[config.mk]
export PLATFORM = sky130hd
export DESIGN_NAME = usbf_biu_ahb_pipe
export DESIGN_NICKNAME = d
export VERILOG_FILES = /design/src/rtl/usbf_biu_ahb_pipe.sv
export SDC_FILE = /design/constraint.sdc
export NUM_CORES = 1
export LEC_CHECK = 0
export CAP_MARGIN = 20
export CORE_MARGIN = 5
export CORE_UTILIZATION = 37
export CTS_BUF_LIST = sky130_fd_sc_hd__clkbuf_8
export DETAILED_ROUTE_END_ITERATION = 8
export PLACE_DENSITY = 0.89
export RECOVER_POWER = 50
export SETUP_SLACK_MARGIN = 0.4
export SLEW_MARGIN = 20
export SYNTH_ARGS = -nofsm -noshare
export SYNTH_HDL_FRONTEND = slang
export SYNTH_SLANG_ARGS = --single-unit
export TNS_END_PERCENT = 30
[constraint.sdc]
create_clock -name hclk_i -period 2.15 [get_ports hclk_i]
set_input_delay 0.43 -clock hclk_i [delete_from_list [all_inputs] [get_ports hclk_i]]
set_output_delay 0.43 -clock hclk_i [all_outputs]
set_load 0.02 [all_outputs]
[src/rtl/usbf_biu_ahb_pipe.sv]
// usbf_biu_ahb_pipe: pipelined AHB-Lite slave bridge into the USB CSR/FIFO block.
// A transfer is accepted in its address phase. Legal transfers issue one CSR strobe
// and then wait for the CDC-returned ready pulse. Illegal ones get a two-cycle ERROR.
// Optional build macro USBF_BIU_TIMEOUT_EN adds a WAIT-cycle counter. An access that
// stalls for TO_MAX cycles is aborted with ERROR.
// DW must be 32 or 64.
`timescale 1ns/1ps
module usbf_biu_ahb_pipe #(
  parameter int              AW       = 32,
  parameter int              DW       = 32,
  parameter logic [AW-13:0]  USB_BASE = '0,
  parameter int              TO_W     = 8,
  parameter logic [TO_W-1:0] TO_MAX   = 8'd200
) (
  input  logic            hclk_i,
  input  logic            hrstn_i,
  input  logic            hsel_i,
  input  logic            hwrite_i,
  input  logic [1:0]      htrans_i,
  input  logic [2:0]      hsize_i,
  input  logic [AW-1:0]   haddr_i,
  input  logic [DW-1:0]   hwdata_i,
  input  logic            hready_i,
  output logic            hready_o,
  output logic [1:0]      hresp_o,
  output logic [DW-1:0]   hrdata_o,
  output logic            wt_en_o,
  output logic            rd_en_o,
  output logic [AW-1:0]   addr_o,
  output logic [DW-1:0]   wdata_o,
  output logic [DW/8-1:0] wstrb_o,
  input  logic [DW-1:0]   rdata_i,
  input  logic            wt_ready_i,
  input  logic            rd_ready_i
);

  localparam int NB = DW / 8;
  localparam int LB = $clog2(NB);

  localparam logic [2:0] IDLE  = 3'd0;
  localparam logic [2:0] ISSUE = 3'd1;
  localparam logic [2:0] WAIT  = 3'd2;
  localparam logic [2:0] ERR1  = 3'd3;
  localparam logic [2:0] ERR2  = 3'd4;

  logic [2:0]    state, state_nxt;
  logic [AW-1:0] addr_p1;
  logic          write_p1;
  logic [2:0]    size_p1;
  logic [DW-1:0] rdata_p2;
  logic          accept, legal, take, busy, rdy, rd_hit, to_hit;
  logic          unused_bits;

  // Window, size and natural-alignment check for the address phase.
  function automatic logic legal_f(input logic [AW-1:0] a, input logic [2:0] sz);
    logic ok;
    ok = (a[AW-1:12] == USB_BASE) && (sz <= 3'(LB));
    if (sz >= 3'd1 && a[0]) ok = 1'b0;
    if (sz >= 3'd2 && a[1]) ok = 1'b0;
    if (sz >= 3'd3 && a[2]) ok = 1'b0;
    return ok;
  endfunction

  // Byte lanes covered by a legal access of 2**sz bytes starting at lane off.
  function automatic logic [NB-1:0] strb_f(input logic [LB-1:0] off, input logic [2:0] sz);
    logic [NB-1:0] m;
    int            n;
    n = 1 << sz;
    for (int i = 0; i < NB; i++) begin
      m[i] = (i >= int'(off)) && (i < int'(off) + n);
    end
    return m;
  endfunction

  assign unused_bits = htrans_i[0];

  assign accept = hsel_i & hready_i & htrans_i[1];
  assign legal  = legal_f(haddr_i, hsize_i);
  assign busy   = (state == ISSUE) || (state == WAIT);
  assign rdy    = write_p1 ? wt_ready_i : rd_ready_i;
  // A new address phase is only taken when the current data phase ends this cycle.
  assign take   = accept && ((state == IDLE) || (state == ERR2) || (busy && rdy));
  assign rd_hit = busy & ~write_p1 & rd_ready_i;

`ifdef USBF_BIU_TIMEOUT_EN
  localparam logic [TO_W-1:0] TO_LAST = TO_MAX - TO_W'(1);
  logic [TO_W-1:0] to_cnt;

  // Count WAIT cycles of the outstanding access; restarted on entry to ISSUE.
  always_ff @(posedge hclk_i or negedge hrstn_i) begin
    if (!hrstn_i) begin
      to_cnt <= '0;
    end else if (take && legal) begin
      to_cnt <= '0;
    end else if (state == WAIT) begin
      to_cnt <= to_cnt + TO_W'(1);
    end
  end

  assign to_hit = (state == WAIT) && (to_cnt == TO_LAST);
`else
  assign to_hit = 1'b0;
`endif

  // Next state: data-phase progress first, then an overlapping accept overrides.
  always_comb begin
    state_nxt = state;
    case (state)
      IDLE, ERR2: state_nxt = IDLE;
      ISSUE:      state_nxt = rdy ? IDLE : WAIT;
      WAIT: begin
        if (rdy)         state_nxt = IDLE;
        else if (to_hit) state_nxt = ERR1;
        else             state_nxt = WAIT;
      end
      ERR1:       state_nxt = ERR2;
      default:    state_nxt = IDLE;
    endcase
    if (take) state_nxt = legal ? ISSUE : ERR1;
  end

  // State register.
  always_ff @(posedge hclk_i or negedge hrstn_i) begin
    if (!hrstn_i) state <= IDLE;
    else          state <= state_nxt;
  end

  // Address-phase capture (stage p1) on every taken transfer.
  always_ff @(posedge hclk_i or negedge hrstn_i) begin
    if (!hrstn_i) begin
      addr_p1  <= '0;
      write_p1 <= 1'b0;
      size_p1  <= 3'd0;
    end else if (take) begin
      addr_p1  <= haddr_i;
      write_p1 <= hwrite_i;
      size_p1  <= hsize_i;
    end
  end

  // Read-data hold register (stage p2): refreshed only by a read's own ready.
  always_ff @(posedge hclk_i or negedge hrstn_i) begin
    if (!hrstn_i)    rdata_p2 <= '0;
    else if (rd_hit) rdata_p2 <= rdata_i;
  end

  assign hready_o = busy ? rdy : (state != ERR1);
  assign hresp_o  = ((state == ERR1) || (state == ERR2)) ? 2'b01 : 2'b00;
  assign wt_en_o  = (state == ISSUE) & write_p1;
  assign rd_en_o  = (state == ISSUE) & ~write_p1;
  assign addr_o   = addr_p1;
  assign wdata_o  = hwdata_i;
  assign wstrb_o  = wt_en_o ? strb_f(addr_p1[LB-1:0], size_p1) : '0;
  assign hrdata_o = rd_hit ? rdata_i : rdata_p2;

endmodule
======== Word-level counts from Yosys, hierarchy flattened ========
Index checks and enable logic that the tools add are counted.
operators by class
  add/subtract/negate cells ............... 1
  magnitude comparators ................... 11
  equality and inequality tests ........... 5
  shifts and indexed selects .............. 1
  mux-type cells .......................... 12
  bitwise operators ....................... 7
  reductions and logical operators ........ 16
operator list
  cell                                                                number
  less-than comparator 3 x 32 -> 1 bit (first input constant)         2
  adder 3 x 32 -> 32 bit                                              1
  less-than comparator 1 x 32 -> 1 bit (first input constant)         1
  less-than comparator 2 x 32 -> 1 bit (first input constant)         1
  2-to-1 mux 32 bit                                                   1
  left shift 1 x 3 -> 32 bit (first input constant)                   1
  logical NOT 20 bit                                                  1
  logical AND 1 bit                                                   9
  bitwise AND 1 bit                                                   6
  equality test 3 x 2 -> 1 bit (second input constant)                2
  greater-or-equal comparator 3 x 2 -> 1 bit (second input constant)  2
  2-to-1 mux 1 bit                                                    6
  one-hot mux 3 bit (2 select lines)                                  1
  greater-or-equal comparator 1 x 2 -> 1 bit (first input constant)   2
  logical OR 1 bit                                                    4
  2-to-1 mux 2 bit                                                    2
  2-to-1 mux 4 bit                                                    1
  equality test 3 x 1 -> 1 bit (second input constant)                1
  equality test 3 bit (second input constant)                         1
  greater-or-equal comparator 3 x 1 -> 1 bit (second input constant)  1
  <= comparator 3 x 2 -> 1 bit (second input constant)                1
  logical NOT 3 bit                                                   1
  2-to-1 mux 3 bit                                                    1
  != test 3 x 2 -> 1 bit (second input constant)                      1
  3 further kinds                                                     3
word-level totals
  bits in registers ....................... 71
  input bits .............................. 108
  output and inout port bits .............. 105
  logic and storage cells ................. 58

======== Depth between registers and ports, before layout ========
Gate-level depths: netlist (run 1).
  depth in word-level cells ............... 7
  depth in mapped cells ................... 8
  depth with buffers taken out ............ 8

======== Least setup slack after synthesis (run 1) ========
OpenSTA, ideal clock, no wires.
  path type ............................... flip-flop to output port
  start point ............................. register size_p1[1]
  end point ............................... output port wstrb_o[2]
  arrival ................................. 1.989 ns
  required time ........................... 1.720 ns
  slack ................................... -0.269 ns
  stages on the path, launching flop included .. 7
  buffers on the path ..................... 0
  path through ............................ dfrtp_1 nor3_1 ha_1 inv_1 fa_1 nand2b_1 a221oi_1
on the way
  word-level cells in the longest chain between the ends .. 5
RTL lines
  item                                  line  source
  start: declaration                    49    logic [2:0] size_p1;
  start signal: assignment              137   size_p1 <= hsize_i;
  left shift 1 x 3 -> 32 bit            68    n = 1 << sz;
  adder 3 x 32 -> 32 bit                70    m[i] = (i >= int'(off)) && (i < int'(off) + n);
  less-than comparator 3 x 32 -> 1 bit  70
  logical AND 1 bit                     70
  2-to-1 mux 4 bit                      153   assign wstrb_o = wt_en_o ? strb_f(addr_p1[LB-1:0], size_p1) : '0;
  end: declaration                      31    output logic [DW/8-1:0] wstrb_o,
No other way between the ends.

======== Worst setup path in the final report (run 1) ========
  start point ............................. register size_p1[2]
  end point ............................... output port wstrb_o[1]
on the way
  word-level cells in the longest chain between the ends .. 5
RTL lines
  item                                  line
  left shift 1 x 3 -> 32 bit            68
  adder 3 x 32 -> 32 bit                70
  less-than comparator 2 x 32 -> 1 bit  70
  logical AND 1 bit                     70
  2-to-1 mux 4 bit                      153
No other way between the ends.

==> impl_metrics.env, run 1 <==
export IMPL_final_core_util_pct=64.6
export IMPL_layout_area_overhead_vs_synth_pct=72.2
export IMPL_wl_met2_um=5070
export IMPL_syn_area_per_cell_sq_um=14.1
export IMPL_finalSetupViolations=35
export IMPL_fin_crit_ns=2.66
export IMPL_powerDensity_mw_per_mm2=1270
export IMPL_layout_setup_ws_ns=-0.506
export IMPL_ys_ff_latch=71
export IMPL_met3WireLength_um=738
export IMPL_final_area_sq_mm=0.00558
export IMPL_ys_top_cells_by_count="71 x dfrtp_1, 50 x mux2_2, 36 x buf_4"
export IMPL_mappedNetlistNets=340
export IMPL_postSynthCellCount=229
export IMPL_dp_slack_ns=-0.597
export IMPL_grt_pass1_vias=2692
export IMPL_ant_nets=0
export IMPL_worst_path_max_fanout=3
export IMPL_clock_path_buffers=2
export IMPL_dp_cells=462
export IMPL_die_y_um=104
export IMPL_required_ns=1.72
export IMPL_gp_congestion=0.723
export IMPL_clock_sinks=71
export IMPL_routed_top_layer="met4"
export IMPL_num_rows=34
export IMPL_wl_met1_um=3360
export IMPL_path_clk_slew_ns=0.09
export IMPL_syn_area_sq_mm=0.00324
export IMPL_tightest_slew_ns=0.885
export IMPL_num_antenna_cells=0
export IMPL_wire_per_inst_um=18.5
export IMPL_drt_iter0_markers=46
export IMPL_drc=0
export IMPL_fp_coreArea_sq_mm=0.00864
export IMPL_ios=213
export IMPL_peakVddDrop_mv=0.547
export IMPL_synth_top_area_share_pct=54.8
export IMPL_fin_cells=503
export IMPL_fin_crit_sh_pct=124
export IMPL_worstPathArrival_ns=2.23
export IMPL_synth_area_leaders="dfrtp_1 55%, mux2_2 17%, buf_4 8.3%"
export IMPL_cts_max_level=3
export IMPL_final_max_slew_violation_count=0
export IMPL_p_leak_nw=2.76
export IMPL_die_x_um=104
export IMPL_max_cap_violations=0
export IMPL_ys_seq_area_share_pct=54.8
export IMPL_crit_type="register to output port"
export IMPL_dp_hpwl_um=6390
export IMPL_drt_total_wl_um=9330
export IMPL_synth_ff_type="dfrtp_1"
export IMPL_dieArea_sq_mm=0.0107
export IMPL_slew_limit_headroom_pct=41.0
export IMPL_netlist_cell_type_count=33
export IMPL_clock_tree_root_cell="clkbuf_8"
export IMPL_grt_max_degree=37
export IMPL_portBuffers=146
export IMPL_vias=2383
export IMPL_rsz0062_at_grt="true"
export IMPL_synth_edf_count=0
export IMPL_numCtsBuffers=9
export IMPL_clock_latency_ns=0.33
export IMPL_cts_tree="done"
export IMPL_timing_final_hold_violations=0
export IMPL_critical_path_startpoint_type="register"
export IMPL_fin_skew_ns=0.0169
export IMPL_postPlaceCellArea_sq_mm=0.00481
export IMPL_synth_most_common_cell="dfrtp_1"
export IMPL_fmax_mhz=377
export IMPL_yosysTopAreaCell="dfrtp_1"
export IMPL_nets=501
export IMPL_yosys_warnings=0
export IMPL_finalPower_mw=7.09
export IMPL_track_usage_pct=16.2
export IMPL_grt_pass1_wl_um=14200
export IMPL_drive_above_1_share_pct=47.8
export IMPL_hp_class="primary input to asynchronous set/reset pin"
export IMPL_start_util_pct=37.5
export IMPL_status="complete, but fails checks"
export IMPL_dr_pass1_iters=4
export IMPL_async_reset_ff_share_pct=100
export IMPL_antenna_found_initial=0
export IMPL_violations="negative setup slack"
export IMPL_grt_overflow=0
export IMPL_worstSetupEndpointType="output port"
export IMPL_viasPerCell=4.74
==> kinds of logic (layout without fill, tap and decap cells) <==
group / after synthesis / in the layout / share of synthesized area (%)
mux: 68 / 68 / 25.7
simple gates: 30 / 30 / 5.10
flops: 71 / 71 / 54.8
compound gates: 10 / 10 / 2.43
xor+xnor: 1 / 1 / 0.270
other cells: 1 / 1 / 0.116
fa+ha+maj: 3 / 3 / 1.39
buf+inv: 45 / 211 / 10.1
==> layout by cell type, fill, tap and decap left out, types with 3 or more instances in the layout <==
cell type and n:
clkdlybuf4s50_1 72, dfrtp_1 70, mux2_4 68, buf_6 52
buf_4 21, dlygate4sd2_1 16, dlymetal6s2s_1 16, clkbuf_8 11
nand2_1 5, nor4_1 4, buf_12 4, nor2_1 3
inv_1 3, clkinvlp_4 3, buf_16 3
==> worst paths after layout <==
path / slack (ns) / endpoint / cells past startpoint / from
worst max-delay path: -0.51 / wstrb_o[1] / 8 / size_p1[2]
max in group asynchronous: 1.23 / addr_o[0] / 2 / hrstn_i
worst max register to register: 0.34 / addr_o[22] / 7 / state[1]
min in group hclk_i: 0.50 / rdata_p2[6] / 1 / rdata_p2[6]
worst min-delay path: 0.30 / rdata_p2[26] / 2 / hrstn_i
worst min register to register: 0.50 / rdata_p2[6] / 1 / rdata_p2[6]
==> registers in the layout, indices dropped and copies added, names as in the netlist <==
register / flops
addr_o: 32
rdata_p2: 32
size_p1: 3
state: 3
write_p1: 1
==> area by class of cell <==
type	instances	area (sq um)
fillers	648	3060
repair buffers	190	2000
flip-flops and latches	71	1780
multi-input cells	113	1460
clock buffers	11	151
well taps	108	135
clock inverters	5	32.5
inverters	5	18.8
==> worst max-delay path, stage by stage, from the launching register on <==
cell	delay (ns)
dfrtp_1	0.41
nor3_2	0.19
ha_2	0.20
inv_2	0.04
fa_2	0.32
nand3b_1	0.21
a21oi_4	0.29
a211oi_4	0.10
buf_6	0.14
==> stage by stage <==
stage | TNS (ns) | hold WS, ns
2_1_floorplan | 0 | 0.134
3_3_place_gp | -20.64 | 0.478
3_5_place_dp | -22.20 | 0.481
4_1_cts | -8.75 | 0.140
5_1_grt | -12.78 | 0.363
6_report | -8.88 | 0.301
==> routing by layer <==
| metal | vias to the layer above | GRT usage (%) |
|---|---|---|
| met4 | 0 | 5.25 |
| met3 | 18 | 5.66 |
| li1 | 1078 | - |
| met5 | - | 0 |
| met1 | 1179 | 17.9 |
| met2 | 108 | 28.8 |
==> power by group <==
part	switching [mW]	leakage [nW]	internal (mW)
Combinational	1.75	1.83	2.24
Sequential	0.241	0.843	1.89
Clock	0.494	0.0873	0.478
==> timing repair <==
item / CTS / global route
endpoints found under the setup margin: 91 / 93
gates resized for setup: 271 / 73
setup buffers: 11 / 11
pin swaps: 10 / 8
hold buffers: 0 / 0
gates cloned: 3 / 0
No activity file was read; power rests on OpenSTA's default activity.
==> run 2, diff against run 1 <==
--- a/config.mk
+++ b/config.mk
@@ -12,7 +12,7 @@
 export DETAILED_ROUTE_END_ITERATION = 8
 export PLACE_DENSITY = 0.89
 export RECOVER_POWER = 50
-export SETUP_SLACK_MARGIN = 0.4
+export SETUP_SLACK_MARGIN = 0.5
 export SLEW_MARGIN = 20
 export SYNTH_ARGS = -nofsm -noshare
 export SYNTH_HDL_FRONTEND = slang
==> run 2 against run 1 <==
Compared with the run above: the flow finishes with violations (max-capacitance violations, max-slew violations, negative setup slack); core utilization grew 0.67 points; flip-flop and latch count unchanged; sequential share of layout area fell by 0.33 points; clock skew shrank 0.0063 ns; cell area increased by 1.0%; global-route usage grew 0.079 points; hold slack gained 0.20 ns; critical path depth up 1; clock-buffer cell count fell by 2; via count grew 1.6%; worst setup slack worse by 0.037 ns; critical endpoint is now wstrb_o[2].
==> impl_metrics.env, run 2 (synthesized netlist as in run 1, its figures left out) <==
export IMPL_status="complete, but fails checks"
export IMPL_violations="max-capacitance violations, max-slew violations, negative setup slack"
export IMPL_vias=2422
export IMPL_drt_total_wl_um=9320
export IMPL_crit_chain="nor3_2, ha_2, inv_2, fa_2, nand2b_1, a21oi_4, buf_4, a221oi_4, buf_6"
export IMPL_drt_iter0_markers=52
export IMPL_tightest_slew_ns=1.75
export IMPL_start_util_pct=37.5
export IMPL_drive_above_1_share_pct=51.0
export IMPL_cts_max_level=3
export IMPL_dp_slack_ns=-0.622
export IMPL_num_fill_cells=635
export IMPL_cp_depth=9
export IMPL_dp_hpwl_um=6270
export IMPL_cp_slowest_cell="dfrtp_1"
export IMPL_ant_nets=0
export IMPL_clock_latency_ns=0.33
export IMPL_fin_cells=516
export IMPL_reg2regPathDepth=9
export IMPL_tns_ns=-8.72
export IMPL_num_rows=34
export IMPL_powerDensity_mw_per_mm2=1310
export IMPL_dp_cells=465
export IMPL_gp_congestion=0.715
export IMPL_nets=514
export IMPL_grt_pass1_wl_um=14300
export IMPL_viasPerCell=4.69
export IMPL_worstSetupEndpointType="output port"
export IMPL_fmax_mhz=371
export IMPL_finalSetupViolations=35
export IMPL_postPlaceCellArea_sq_mm=0.00485
export IMPL_crit_type="register to output port"
export IMPL_worst_hold_slack_ns=0.505
export IMPL_worst_path_max_fanout=4
export IMPL_layout_area_overhead_vs_synth_pct=74.0
export IMPL_final_common_cell="clkdlybuf4s50_1"
export IMPL_clock_path_buffers=2
export IMPL_die_y_um=104
export IMPL_dieArea_sq_mm=0.0107
export IMPL_p_leak_nw=2.71
export IMPL_power_share_clock_pct=15.6
export IMPL_slew_limit_headroom_pct=-16.6
export IMPL_hold_path_depth=1
export IMPL_grt_pass1_vias=2798
export IMPL_ios=213
export IMPL_drc=0
export IMPL_fin_crit_sh_pct=125
export IMPL_hp_class="register to register"
export IMPL_num_antenna_cells=0
export IMPL_die_x_um=104
export IMPL_p_sw_mw=2.52
export IMPL_cpPeakStageDelay_ns=0.42
export IMPL_path_buf_inv=3
export IMPL_track_usage_pct=16.3
export IMPL_required_ns=1.72
export IMPL_grt_max_degree=72
export IMPL_critical_path_top_delay_family="adder cells"
export IMPL_rsz0062_at_grt="true"
export IMPL_portBuffers=146
export IMPL_power_frac_seq_pct=29.0
export IMPL_clock_tree_root_cell="clkbuf_8"
export IMPL_numCtsBuffers=9
export IMPL_switching_share_pct=34.2
export IMPL_final_max_slew_violation_count=72
export IMPL_cts_tree="done"
export IMPL_dr_pass1_iters=4
export IMPL_clock_sinks=71
export IMPL_mostFrequentLayoutCells="72 x clkdlybuf4s50_1, 70 x dfrtp_1, 66 x mux2_4"
export IMPL_fp_coreArea_sq_mm=0.00864
export IMPL_pwr_share_comb_pct=55.4
export IMPL_finalPower_mw=7.36
export IMPL_path_clk_slew_ns=0.08
export IMPL_worstPathArrival_ns=2.26
export IMPL_fin_skew_ns=0.0106
export IMPL_final_core_util_pct=65.3
export IMPL_antenna_found_initial=0
export IMPL_wire_per_inst_um=18.1
export IMPL_critical_path_startpoint_type="register"
export IMPL_peakVddDrop_mv=0.720
export IMPL_fin_crit_ns=2.69
export IMPL_timing_final_hold_violations=0
export IMPL_grt_overflow=0
export IMPL_power_internal_mw=4.84
export IMPL_final_area_sq_mm=0.00564
export IMPL_layout_setup_ws_ns=-0.543
export IMPL_max_cap_violations=1
## run 2: metal layers
metal / up-vias / part of all wire, % / global-route usage [%]
li1: 1100 / - / -
met1: 1211 / 37 / 17.2
met2: 102 / 55 / 29.5
met3: 9 / 7.2 / 6.28
met4: 0 / 0.86 / 4.97
met5: - / 0 / 0
## run 2: power by group through the flow
stage / registers, mW / clock network (mW) / logic, mW
after floorplan: 2.39 / 0 / 1.61
after global placement: 2.10 / 0 / 3.33
after detailed placement: 2.14 / 0 / 3.41
after CTS: 2.12 / 1.18 / 3.76
after global routing: 2.20 / 1.24 / 4.28
final: 2.13 / 1.14 / 4.08
## run 2: worst paths after layout
| kind | startpoint | end | slack [ns] |
|---|---|---|---|
| worst max-delay path | size_p1[1] | wstrb_o[2] | -0.54 |
| worst min-delay path | rdata_p2[15] | rdata_p2[15] | 0.50 |
| worst max register to register | state[1] | rdata_p2[26] | 0.28 |
| worst min register to register | rdata_p2[15] | rdata_p2[15] | 0.50 |
| max in group asynchronous | hrstn_i | addr_o[0] | 0.37 |
| min in group asynchronous | hrstn_i | addr_o[24] | 0.64 |
## run 2: area by class of cell
cell class | count | area [sq um] | area share (%)
timing repair buffer | 203 | 2010 | 35.7
sequential | 71 | 1780 | 31.5
multi-input combinational | 113 | 1480 | 26.2
tap | 108 | 135 | 2.40
clock buffer | 9 | 124 | 2.20
clock inverter | 7 | 87.6 | 1.55
inverter | 5 | 18.8 | 0.333
## run 2: worst reg2reg max path: stages (launching register included)
cell and delay, ns:
dfrtp_1 0.40, xor2_1 0.15, nand2b_1 0.13, nor2_4 0.19
buf_6 0.14, buf_6 0.10, buf_16 0.12, buf_6 0.09
mux2_4 0.30, buf_4 0.14
## run 2: timing repair
action                     CTS  global route
gates cloned                 2             0
pin swaps                    5            11
hold buffers                 0             0
buffers inserted            20            13
gates resized for setup    301            48
setup endpoints to repair  109            95
==> run 3, diff against run 2 <==
--- a/config.mk
+++ b/config.mk
@@ -10,7 +10,8 @@
 export CORE_UTILIZATION = 37
 export CTS_BUF_LIST = sky130_fd_sc_hd__clkbuf_8
 export DETAILED_ROUTE_END_ITERATION = 8
-export PLACE_DENSITY = 0.89
+export GPL_TIMING_DRIVEN = 1
+export PLACE_DENSITY_LB_ADDON = 0.2
 export RECOVER_POWER = 50
 export SETUP_SLACK_MARGIN = 0.5
 export SLEW_MARGIN = 20
==> run 3 against run 2 <==
Compared with the run above: the run still ends with max-capacitance violations, max-slew violations, negative setup slack left; first-iteration DRC count fell by 37%; sequential share of layout area rose by 0.24 points; largest cell class unchanged; critical path type unchanged; cell area fell by 0.75%; clock-buffer cell count did not move; non-clock buffer count fell by 8; final cell count fell by 1.6%; worst setup slack improved by 0.033 ns.
==> impl_metrics.env, run 3 (synthesized netlist as in run 1, its figures left out) <==
export IMPL_required_ns=1.72
export IMPL_seq_area_sq_mm=0.00178
export IMPL_clock_latency_ns=0.34
export IMPL_status="complete, but fails checks"
export IMPL_grt_pass1_vias=2709
export IMPL_p_leak_nw=2.68
export IMPL_drc=0
export IMPL_wire_per_inst_um=17.8
export IMPL_antenna_found_initial=0
export IMPL_critical_path_startpoint_type="register"
export IMPL_multi_input_area_sq_mm=0.00145
export IMPL_slew_limit_headroom_pct=-15.5
export IMPL_num_rows=34
export IMPL_fin_skew_ns=0.00916
export IMPL_start_util_pct=37.5
export IMPL_max_cap_violations=1
export IMPL_tightest_slew_ns=1.73
export IMPL_dr_pass1_iters=4
export IMPL_final_max_slew_violation_count=33
export IMPL_cp_slowest_cell="dfrtp_1"
export IMPL_crit_top_cell="buf_6"
export IMPL_tns_ns=-9.40
export IMPL_worstSetupEndpointType="output port"
export IMPL_numCtsBuffers=9
export IMPL_layout_setup_ws_ns=-0.510
export IMPL_grt_max_degree=41
export IMPL_die_x_um=104
export IMPL_gp_congestion=0.727
export IMPL_path_buf_inv=3
export IMPL_drive_above_1_share_pct=48.3
export IMPL_final_common_cell="clkdlybuf4s50_1"
export IMPL_die_y_um=104
export IMPL_clock_sinks=71
export IMPL_dp_hpwl_um=5940
export IMPL_grt_pass1_wl_um=14500
export IMPL_drt_total_wl_um=9050
export IMPL_critical_path_top_delay_family="adder cells"
export IMPL_violations="max-capacitance violations, max-slew violations, negative setup slack"
export IMPL_mostFrequentLayoutCells="72 x clkdlybuf4s50_1, 70 x dfrtp_1, 68 x mux2_4"
export IMPL_viasPerCell=4.71
export IMPL_worstPathArrival_ns=2.23
export IMPL_fp_coreArea_sq_mm=0.00864
export IMPL_path_clk_slew_ns=0.08
export IMPL_fin_crit_sh_pct=124
export IMPL_worst_path_max_fanout=3
export IMPL_powerDensity_mw_per_mm2=1310
export IMPL_drt_iter0_markers=33
export IMPL_num_antenna_cells=0
export IMPL_cts_tree="done"
export IMPL_timing_final_hold_violations=0
export IMPL_nets=506
export IMPL_cts_max_level=3
export IMPL_num_fill_cells=657
export IMPL_finalPower_mw=7.32
export IMPL_clock_tree_root_cell="clkbuf_8"
export IMPL_crit_type="register to output port"
export IMPL_cpPeakStageDelay_ns=0.40
export IMPL_clock_path_buffers=2
export IMPL_peakVddDrop_mv=0.518
export IMPL_portBuffers=146
export IMPL_ant_nets=0
export IMPL_ios=213
export IMPL_vias=2391
export IMPL_rsz0062_at_grt="true"
export IMPL_grt_overflow=0
export IMPL_layout_area_overhead_vs_synth_pct=72.7
export IMPL_track_usage_pct=16.7
export IMPL_crit_chain="nor3_2, ha_2, inv_2, fa_2, nand2b_1, a21oi_4, buf_6, a221oi_4, buf_6"
export IMPL_fin_crit_ns=2.66
export IMPL_fmax_mhz=376
export IMPL_dieArea_sq_mm=0.0107
export IMPL_finalSetupViolations=35
export IMPL_hp_class="register to register"
-- run 3: changes by cell type in the layout (fill, tap and decap cells not counted), sizes merged --
cell	previous run	this run
inv	5	8
clkinv	4	0
buf	96	89
clkinvlp	1	2
clkdlybuf4s15	1	0
-- run 3: cell type report --
type	instances	area share, %
Clock buffer	9	2.21
Clock inverter	7	1.72
Inverter	5	0.336
Multi-Input combinational cell	113	25.9
Sequential cell	71	31.8
Tap cell	108	2.42
Timing Repair Buffer	195	35.6
-- run 3: path summary, 6_finish.rpt --
path	from	endpoint	slack [ns]	cells past startpoint
setup / recovery	size_p1[2]	wstrb_o[2]	-0.51	9
hold / removal	rdata_p2[23]	rdata_p2[23]	0.50	1
setup reg to reg	state[1]	addr_o[9]	0.26	8
hold reg to reg	rdata_p2[23]	rdata_p2[23]	0.50	1
max in group asynchronous	hrstn_i	rdata_p2[23]	0.28	2
min in group asynchronous	hrstn_i	size_p1[0]	0.54	1
-- run 3: metal layers --
metal | GRT usage [%] | wire length, um
met2 | 28.1 | 4530
met5 | 0 | 0
met4 | 6.37 | 181
met3 | 6.59 | 747
met1 | 18.9 | 3590
-- run 3: metrics by stage --
stage,util (%),std cells,worst slack [ns],hold slack [ns],cell area [sq um]
3_5_place_dp,56.1,466,-0.609,0.403,4840
2_1_floorplan,-,229,0.00127,0.134,3350
3_3_place_gp,56.1,466,-0.579,0.406,4840
5_1_grt,64.8,508,-0.607,0.516,5590
6_report,64.8,508,-0.510,0.505,5590
4_1_cts,62.9,502,-0.547,0.0258,5430
-- run 3: where the power goes --
part	leakage, nW	switching (mW)	internal [mW]	total [mW]
sequential	0.843	0.227	1.89	2.11
combinational	1.73	1.74	2.27	4.01
clock	0.108	0.536	0.658	1.19
-- run 3: what timing repair did --
| action | 4_1_cts | 5_1_grt |
|---|---|---|
| gates cloned | 3 | 0 |
| hold endpoints to repair | 0 | 0 |
| endpoints found under the setup margin | 110 | 103 |
| pin swaps | 10 | 7 |
| gates resized for setup | 312 | 36 |
| buffers inserted | 17 | 6 |
| hold buffers | 0 | 0 |
